[src/rtl/sel_seq_pkg.sv]
// ============================================================================
// Module   : sel_seq_pkg
// Brief    : Shared state encoding and direction constants for sel_sequencer.
// Revision : 1.0
// ============================================================================
`default_nettype none

package sel_seq_pkg;

    typedef enum logic [1:0] {
        IDLE = 2'd0,
        SCAN = 2'd1,
        HOLD = 2'd2
    } state_e;

    localparam logic DIR_UP   = 1'b0;
    localparam logic DIR_DOWN = 1'b1;

endpackage : sel_seq_pkg

`default_nettype wire

[src/rtl/dwell_timer.sv]
// ============================================================================
// Module   : dwell_timer
// Brief    : Dwell counter with synchronous clear, freeze (en low) and a
//            terminal-count flag raised while the count equals the limit.
// Revision : 1.0
// ============================================================================
`default_nettype none

module dwell_timer #(
    parameter int DWELL_W = 8
) (
    input  logic               clk,
    input  logic               rst_n,
    input  logic               clr_i,
    input  logic               en_i,
    input  logic [DWELL_W-1:0] limit_i,
    output logic               tc_o
);

    localparam logic [DWELL_W-1:0] c_cnt_one = DWELL_W'(1);

    logic [DWELL_W-1:0] cnt_q;
    logic [DWELL_W-1:0] cnt_d;

    // Clear wins over counting so a terminal cycle restarts from zero.
    always_comb begin
        cnt_d = cnt_q;
        if (clr_i) begin
            cnt_d = '0;
        end else if (en_i) begin
            cnt_d = cnt_q + c_cnt_one;
        end
    end

    always_ff @(posedge clk or negedge rst_n) begin
        if (!rst_n) begin
            cnt_q <= '0;
        end else begin
            cnt_q <= cnt_d;
        end
    end

    assign tc_o = (cnt_q == limit_i);

endmodule : dwell_timer

`default_nettype wire

[src/rtl/sel_sequencer.sv]
// ============================================================================
// Module   : sel_sequencer
// Brief    : Scans a decoder select code up or down, holding each code for a
//            programmable dwell, with pause, stop and direct load controls.
// Revision : 1.0
// ============================================================================
`default_nettype none

module sel_sequencer
    import sel_seq_pkg::*;
#(
    parameter int DWELL_W = 8,
    parameter int SEL_W   = 2
) (
    input  logic               clk,
    input  logic               rst_n,
    input  logic               start,
    input  logic               stop,
    input  logic               pause,
    input  logic               load,
    input  logic [SEL_W-1:0]   load_val,
    input  logic               dir,
    input  logic [DWELL_W-1:0] dwell,
    output logic [SEL_W-1:0]   sel,
    output logic               sel_valid,
    output logic               step,
    output logic               wrap
);

    localparam logic [SEL_W-1:0] c_sel_one = SEL_W'(1);
    localparam logic [SEL_W-1:0] c_sel_max = {SEL_W{1'b1}};

    state_e             state_q, state_d;
    logic [SEL_W-1:0]   sel_q,   sel_d;
    logic [DWELL_W-1:0] dwell_q, dwell_d;
    logic               dir_q,   dir_d;
    logic               step_q,  step_d;
    logic               wrap_q,  wrap_d;

    logic               w_cnt_clr;
    logic               w_cnt_en;
    logic               w_cnt_tc;

    dwell_timer #(
        .DWELL_W (DWELL_W)
    ) u_dwell_timer (
        .clk     (clk),
        .rst_n   (rst_n),
        .clr_i   (w_cnt_clr),
        .en_i    (w_cnt_en),
        .limit_i (dwell_q),
        .tc_o    (w_cnt_tc)
    );

    // stop beats load beats start/pause. SCAN and HOLD both count on any
    // cycle with pause low, so a pause stretches the dwell by exactly its length.
    always_comb begin
        state_d   = state_q;
        sel_d     = sel_q;
        dwell_d   = dwell_q;
        dir_d     = dir_q;
        step_d    = 1'b0;
        wrap_d    = 1'b0;
        w_cnt_clr = 1'b0;
        w_cnt_en  = 1'b0;

        if (stop) begin
            state_d   = IDLE;
            w_cnt_clr = 1'b1;
        end else if (load) begin
            sel_d     = load_val;
            w_cnt_clr = 1'b1;
        end else begin
            case (state_q)
                IDLE: begin
                    if (start) begin
                        state_d   = SCAN;
                        dwell_d   = dwell;
                        dir_d     = dir;
                        w_cnt_clr = 1'b1;
                    end
                end
                SCAN, HOLD: begin
                    state_d = pause ? HOLD : SCAN;
                    if (!pause) begin
                        w_cnt_en = 1'b1;
                        if (w_cnt_tc) begin
                            w_cnt_clr = 1'b1;
                            step_d    = 1'b1;
                            if (dir_q == DIR_DOWN) begin
                                sel_d  = sel_q - c_sel_one;
                                wrap_d = (sel_q == '0);
                            end else begin
                                sel_d  = sel_q + c_sel_one;
                                wrap_d = (sel_q == c_sel_max);
                            end
                        end
                    end
                end
                default: begin
                    state_d = IDLE;
                end
            endcase
        end
    end

    always_ff @(posedge clk or negedge rst_n) begin
        if (!rst_n) begin
            state_q <= IDLE;
            sel_q   <= '0;
            dwell_q <= '0;
            dir_q   <= DIR_UP;
            step_q  <= 1'b0;
            wrap_q  <= 1'b0;
        end else begin
            state_q <= state_d;
            sel_q   <= sel_d;
            dwell_q <= dwell_d;
            dir_q   <= dir_d;
            step_q  <= step_d;
            wrap_q  <= wrap_d;
        end
    end

    assign sel       = sel_q;
    assign sel_valid = (state_q != IDLE);
    assign step      = step_q;
    assign wrap      = wrap_q;

endmodule : sel_sequencer

`default_nettype wire

[config.mk]
export PLATFORM = sky130hd
export DESIGN_NAME = sel_sequencer
export DESIGN_NICKNAME = d
export VERILOG_FILES = /design/src/rtl/sel_seq_pkg.sv /design/src/rtl/dwell_timer.sv /design/src/rtl/sel_sequencer.sv
export SDC_FILE = /design/constraint.sdc
export NUM_CORES = 1
export LEC_CHECK = 0
export CORE_ASPECT_RATIO = 1.4
export CORE_MARGIN = 1
export CORE_UTILIZATION = 46
export DETAILED_ROUTE_END_ITERATION = 16
export GPL_ROUTABILITY_DRIVEN = 1
export PLACE_DENSITY = 0.73
export SLEW_MARGIN = 25
export SYNTH_ARGS = -nofsm -noshare
export SYNTH_HDL_FRONTEND = slang
export SYNTH_SLANG_ARGS = --single-unit
[constraint.sdc]
create_clock -name clk -period 1.8 [get_ports clk]
set_input_delay 0.18 -clock clk [delete_from_list [all_inputs] [get_ports clk]]
set_output_delay 0.18 -clock clk [all_outputs]
set_load 0.01 [all_outputs]
==> flow_summary.yaml, run 1 <==
power_and_ir_drop:
  comb_power_share: 0.271
  clkPwrFrac: 0.201
  swShare: 0.279
  internal_power_w: 0.000853
  vdd_drop_max_v: 0.000490
  p_leak_nw: 0.715
  power_switching_w: 0.000330
  p_per_area_mw_per_mm2: 716
  seqPwrFrac: 0.528
synthesis:
  yosysMostFrequentCell: "dfrtp_1"
  yosysWarnings: 0
  netlist_top_cells_area: "dfrtp_1 (46%), xnor2_1 (7.0%), mux2_2 (6.3%)"
  synth_top_area_frac: 0.457
  synth_edf_count: 0
  syn-num-nets: 137
  synth-seq-area-share: 0.457
  synthArstFlopShare: 1.00
  yosys_most_used_dff: "dfrtp_1"
  synth_area_sq_mm: 0.00126
  avgSynthCellArea_sq_um: 10.8
  synth_cells: 117
  ys_ff_latch: 23
  yosys.area.top_type: "dfrtp_1"
  synth_cell_types: 35
  synth_commonest_cells: "dfrtp_1 (23), nor2_1 (14), inv_1 (10), xnor2_1 (10), mux2_2 (7)"
worst_setup_path:
  crit_arrival_ns: 1.99
  ff2ff_path_depth: 7
  rrSetupSlack_ns: 0.03
  reg2reg_to: "sel[1]"
  r2r-start: "state_q[1]"
  required_ns: 2.02
  critPathMaxFanout: 2
  worstSetupStartpointType: "flip-flop"
  end_kind: "flip-flop"
  worst-setup-path-type: "flip-flop to flip-flop"
sta:
  slew_viol_final: 0
  worst_slack_ns: 0.0267
  fmax_ghz: 0.564
  worst_pin_slew_ns: 0.344
  rsz0062_at_grt: "true"
  slew_headroom: 0.771
  period_share: 0.985
  min_period_ns: 1.77
  hold_viol: 0
  fin_tns_setup_ns: 0
  skew_ns: 0.00232
  setup-violations-final: 0
clock_tree:
  cts_tree: "yes"
  htreeDepth: 1
  numCtsBuffers: 3
  clk_pin_slew_ns: 0.12
  cts-root-buf: "clkbuf_4"
  clockBufferDepth: 2
  hold_buffers: 0
  cts_sinks: 23
  clkLatencyLatePin_ns: 0.32
global_routing:
  overflow: 0
  grt.total_usage: 0.192
  antenna_found_initial: 0
  grt_pass1_wl_mm: 4.17
  grt_pass1_vias: 949
  grt_max_degree: 24
drt:
  viasPerCell: 5.17
  drcViolationCount: 0
  dr.pass1.iters: 4
  wl_per_cell_um: 12.6
  dr_total_vias: 978
  wl_mm: 2.38
  ant_nets: 0
  drtIter0Drc: 28
final_layout:
  drive_gt1_frac: 0.235
  nets: 174
  final_core_util: 0.632
  final-seq-area_sq_um: 576
  fill_cells: 224
  multi_input_area_sq_um: 661
  syn_to_final_growth_pct: 31.2
  diodes: 0
  fin_area_sq_mm: 0.00165
hold_path:
  hp-class: "primary input to asynchronous set/reset pin"
die:
  die-area_sq_mm: 0.00296
  core_sq_mm: 0.00262
  die_h_um: 63.9
  rows: 22
  initial_utilization: 0.482
  die_x_um: 46.2
  io_pins: 22
place:
  hpwl_mm: 1.83
  pre_cts_slack_ns: -0.104
  placed_area_sq_mm: 0.00157
  gp_congestion: 0.805
  port-buffer-count: 21
run_status:
  outcome: "finished, final reports clean"
run:
  drv_cap: 0
[logic make-up after synthesis]
family	after synthesis	synth area share
adders and majority gates	3	0.0298
AOI/OAI and AO/OA	15	0.104
buffers and inverters	12	0.0427
and+or+nand+nor	42	0.196
DFF	23	0.457
muxes	10	0.0874
xor gates and xnor gates	12	0.0834
[cell type report]
type,count,area share
timing repair buffer,34,0.186
multi-input combinational,82,0.400
sequential,23,0.348
inverter,10,0.0227
tap,36,0.0273
clock buffer,4,0.0159
[how the worst max path moves through the flow]
stage | from | end | slack, ns | cells past startpoint
finish | state_q[1] | sel[1] | 0.03 | 7
detailed placement | pause | u_dwell_timer.cnt_q[4] | -0.10 | 6
CTS | state_q[1] | sel[1] | 0.005 | 7
floorplan | state_q[0] | sel[1] | 0.03 | 7
global placement | pause | sel[1] | -0.05 | 6
global route | state_q[1] | sel[1] | -0.05 | 7
[stage by stage]
step,hold slack [ns],total power (W),instances
2_1_floorplan,-0.116,0.000805,117
3_3_place_gp,0.513,0.000920,181
3_5_place_dp,0.519,0.000929,181
4_1_cts,0.219,0.00118,185
5_1_grt,0.230,0.00124,189
6_report,0.200,0.00118,189
[power groups by stage]
| stage | Clock [W] | Combinational (W) | Sequential [W] |
|---|---|---|---|
| global route | 0.000254 | 0.000354 | 0.000636 |
| detailed placement | 0 | 0.000292 | 0.000636 |
| floorplan | 0 | 0.000175 | 0.000630 |
| global placement | 0 | 0.000285 | 0.000636 |
| finish | 0.000238 | 0.000320 | 0.000625 |
| CTS | 0.000243 | 0.000307 | 0.000626 |
[sequential cells by signal, summed over array words and instances (netlist names)]
register / flops
dir_q: 1
dwell_q: 8
sel: 2
state_q: 2
step: 1
u_dwell_timer.cnt_q: 8
wrap: 1
[cells in the final DEF (no fill, tap or decap), types with 2 or more instances in the layout]
cell	count
dfrtp_1	23
clkdlybuf4s50_1	21
buf_4	13
nor2_1	12
xnor2_1	10
inv_1	8
mux2_2	7
nand3_1	5
nor2b_1	5
nand2_1	4
o21ai_0	4
a21oi_1	3
nor2_2	3
clkbuf_4	3
inv_2	2
mux2i_1	2
a22oi_1	2
nand3b_1	2
nand4_1	2
xor2_1	2
ha_1	2
[worst max-delay path: stages, from the launching register on]
cell and delay [ns]:
dfrtp_1 0.38, inv_2 0.05, ha_4 0.27, nand2b_4 0.06, a2111oi_4 0.27, nor2b_1 0.18, nand4_1 0.14, mux2_4 0.32
[metal layers]
layer / up-vias / wire length (um) / GRT usage / part of all wire
li1: 470 / - / - / -
met1: 472 / 1020 / 0.250 / 0.43
met2: 34 / 1230 / 0.320 / 0.52
met3: 2 / 96 / 0.0169 / 0.040
met4: 0 / 35 / 0.0662 / 0.015
met5: - / 0 / 0 / 0
[what timing repair did]
action                     in CTS  in global routing
setup buffers                   0                  4
setup endpoints to repair      10                 10
cloned                          0                  0
pin swaps                       2                 10
resized for setup               2                  5
Note: power is estimated with default switching activity, not from simulation.
==> inputs of run 2 (changes only) <==
- CORE_MARGIN: 1 -> 4
==> run 2 against run 1 <==
Against the previous run: routed wire length is 5.3% higher; via count is 1.0% lower; power is 0.57% higher; register-to-register slack hardly changed.
==> flow_summary.yaml, run 2 (synthesized netlist as in run 1, its figures left out) <==
run_status:
  outcome: "finished, final reports clean"
worst_setup_path:
  reg2reg_to: "sel[1]"
  critPathMaxFanout: 2
  crit_start: "state_q[1]"
  required_ns: 2.01
  worst-setup-path-type: "flip-flop to flip-flop"
  ff2ff_path_depth: 7
  r2r-start: "state_q[1]"
  max_stage_delay_ns: 0.39
  crit_arrival_ns: 1.98
  worstSetupStartpointType: "flip-flop"
  rrSetupSlack_ns: 0.03
  end_kind: "flip-flop"
  slowest_stage: "dfrtp_1"
  crit_path_cell_trace: "inv_2 -> ha_4 -> nand2b_4 -> a2111oi_4 -> nor2b_1 -> nand4_1 -> mux2_4"
place:
  port-buffer-count: 21
  dp.cells: 182
  hpwl_mm: 1.93
  gp_congestion: 0.777
final_layout:
  reg.largest.list: "dwell_q: 8 flops, u_dwell_timer.cnt_q: 8 flops"
  fin_cells: 191
  syn_to_final_growth_pct: 32.2
  final_core_util: 0.637
  drive_gt1_frac: 0.239
  diodes: 0
  layout_commonest_cell: "dfrtp_1"
  final_cell_mix: "dfrtp_1 (23), clkdlybuf4s50_1 (21), buf_4 (15)"
  nets: 176
  fill_cells: 215
die:
  rows: 22
  die_h_um: 69.9
  io_pins: 22
  die_x_um: 52.2
  die-area_sq_mm: 0.00365
  core_sq_mm: 0.00262
  initial_utilization: 0.482
clock_tree:
  clkLatencyLatePin_ns: 0.31
  numCtsBuffers: 3
  clk_pin_slew_ns: 0.12
  hold_buffers: 0
  clockBufferDepth: 2
  htreeDepth: 1
  cts_sinks: 23
  cts-root-buf: "clkbuf_4"
  cts_tree: "yes"
sta:
  hold-worst-slack_ns: 0.203
  worst_pin_slew_ns: 0.332
  fin_tns_setup_ns: 0
  rsz0062_at_grt: "true"
  skew_ns: 0.00493
  slew_headroom: 0.779
  fmax_ghz: 0.565
  hold_viol: 0
  slew_viol_final: 0
  period_share: 0.984
  setup-violations-final: 0
  min_period_ns: 1.77
global_routing:
  grt_pass1_vias: 1019
  grt_pass1_wl_mm: 4.36
  grt.total_usage: 0.155
  grt_max_degree: 24
  overflow: 0
  antenna_found_initial: 0
drt:
  wl_per_cell_um: 13.1
  drcViolationCount: 0
  viasPerCell: 5.07
  dr.pass1.iters: 4
  ant_nets: 0
  dr_total_vias: 968
  wl_mm: 2.51
  drtIter0Drc: 20
power_and_ir_drop:
  vdd_drop_max_v: 0.000496
  p_leak_nw: 0.726
  p_per_area_mw_per_mm2: 714
hold_path:
  hp-class: "primary input to asynchronous set/reset pin"
run:
  drv_cap: 0
==> run 2: cell types whose count changed in the layout (fill, tap and decap cells not counted), sizes merged <==
cell  change
buf       +2
==> run 2: final cells by class <==
type	instances	area [sq um]	area share
clock buffers	4	26.3	0.0158
repair buffers	36	323	0.194
well taps	36	45.0	0.0270
flip-flops and latches	23	576	0.346
multi-input cells	82	658	0.395
inverters	10	37.5	0.0225
==> run 2: how the worst max path moves through the flow <==
stage | cells after the start | to | slack (ns)
2_1_floorplan | 7 | sel[1] | 0.03
4_1_cts | 8 | u_dwell_timer.cnt_q[7] | 0.04
6_report | 7 | sel[1] | 0.03
3_5_place_dp | 6 | sel[1] | -0.08
3_3_place_gp | 6 | sel[1] | -0.06
5_1_grt | 7 | sel[1] | -0.04
==> run 2: metal layers <==
layer / global-route usage / wire (um)
met5: 0 / 0
met3: 0.0149 / 132
met1: 0.194 / 1070
met2: 0.260 / 1260
met4: 0.0710 / 39
==> run 2: worst max-delay path, delay by kind of cell (launching register included) <==
kind | cells | cell delay, ns
compound gates | 1 | 0.26
fa+ha+maj | 1 | 0.27
buf+inv | 1 | 0.06
flops | 1 | 0.39
mux | 1 | 0.32
simple gates | 3 | 0.36
==> run 2: metrics by stage <==
| step | area (sq um) | worst slack, ns | total power, W |
|---|---|---|---|
| detailed placement | 1570 | -0.0763 | 0.000929 |
| global route | 1670 | -0.0424 | 0.00127 |
| finish | 1670 | 0.0292 | 0.00119 |
| floorplan | 1260 | 0.0309 | 0.000805 |
| global placement | 1570 | -0.0604 | 0.000920 |
| CTS | 1620 | 0.0445 | 0.00118 |
==> run 2: repair_timing <==
item | 4_1_cts | 5_1_grt
pin swaps | 1 | 5
endpoints found under the setup margin | 10 | 11
resized for setup | 2 | 4
buffers inserted | 1 | 4
==> run 2: power breakdown <==
group | total (W) | switching [W] | internal (W)
clock network | 0.000240 | 0.000154 | 0.0000867
registers | 0.000627 | 0.0000488 | 0.000578
logic | 0.000323 | 0.000132 | 0.000191
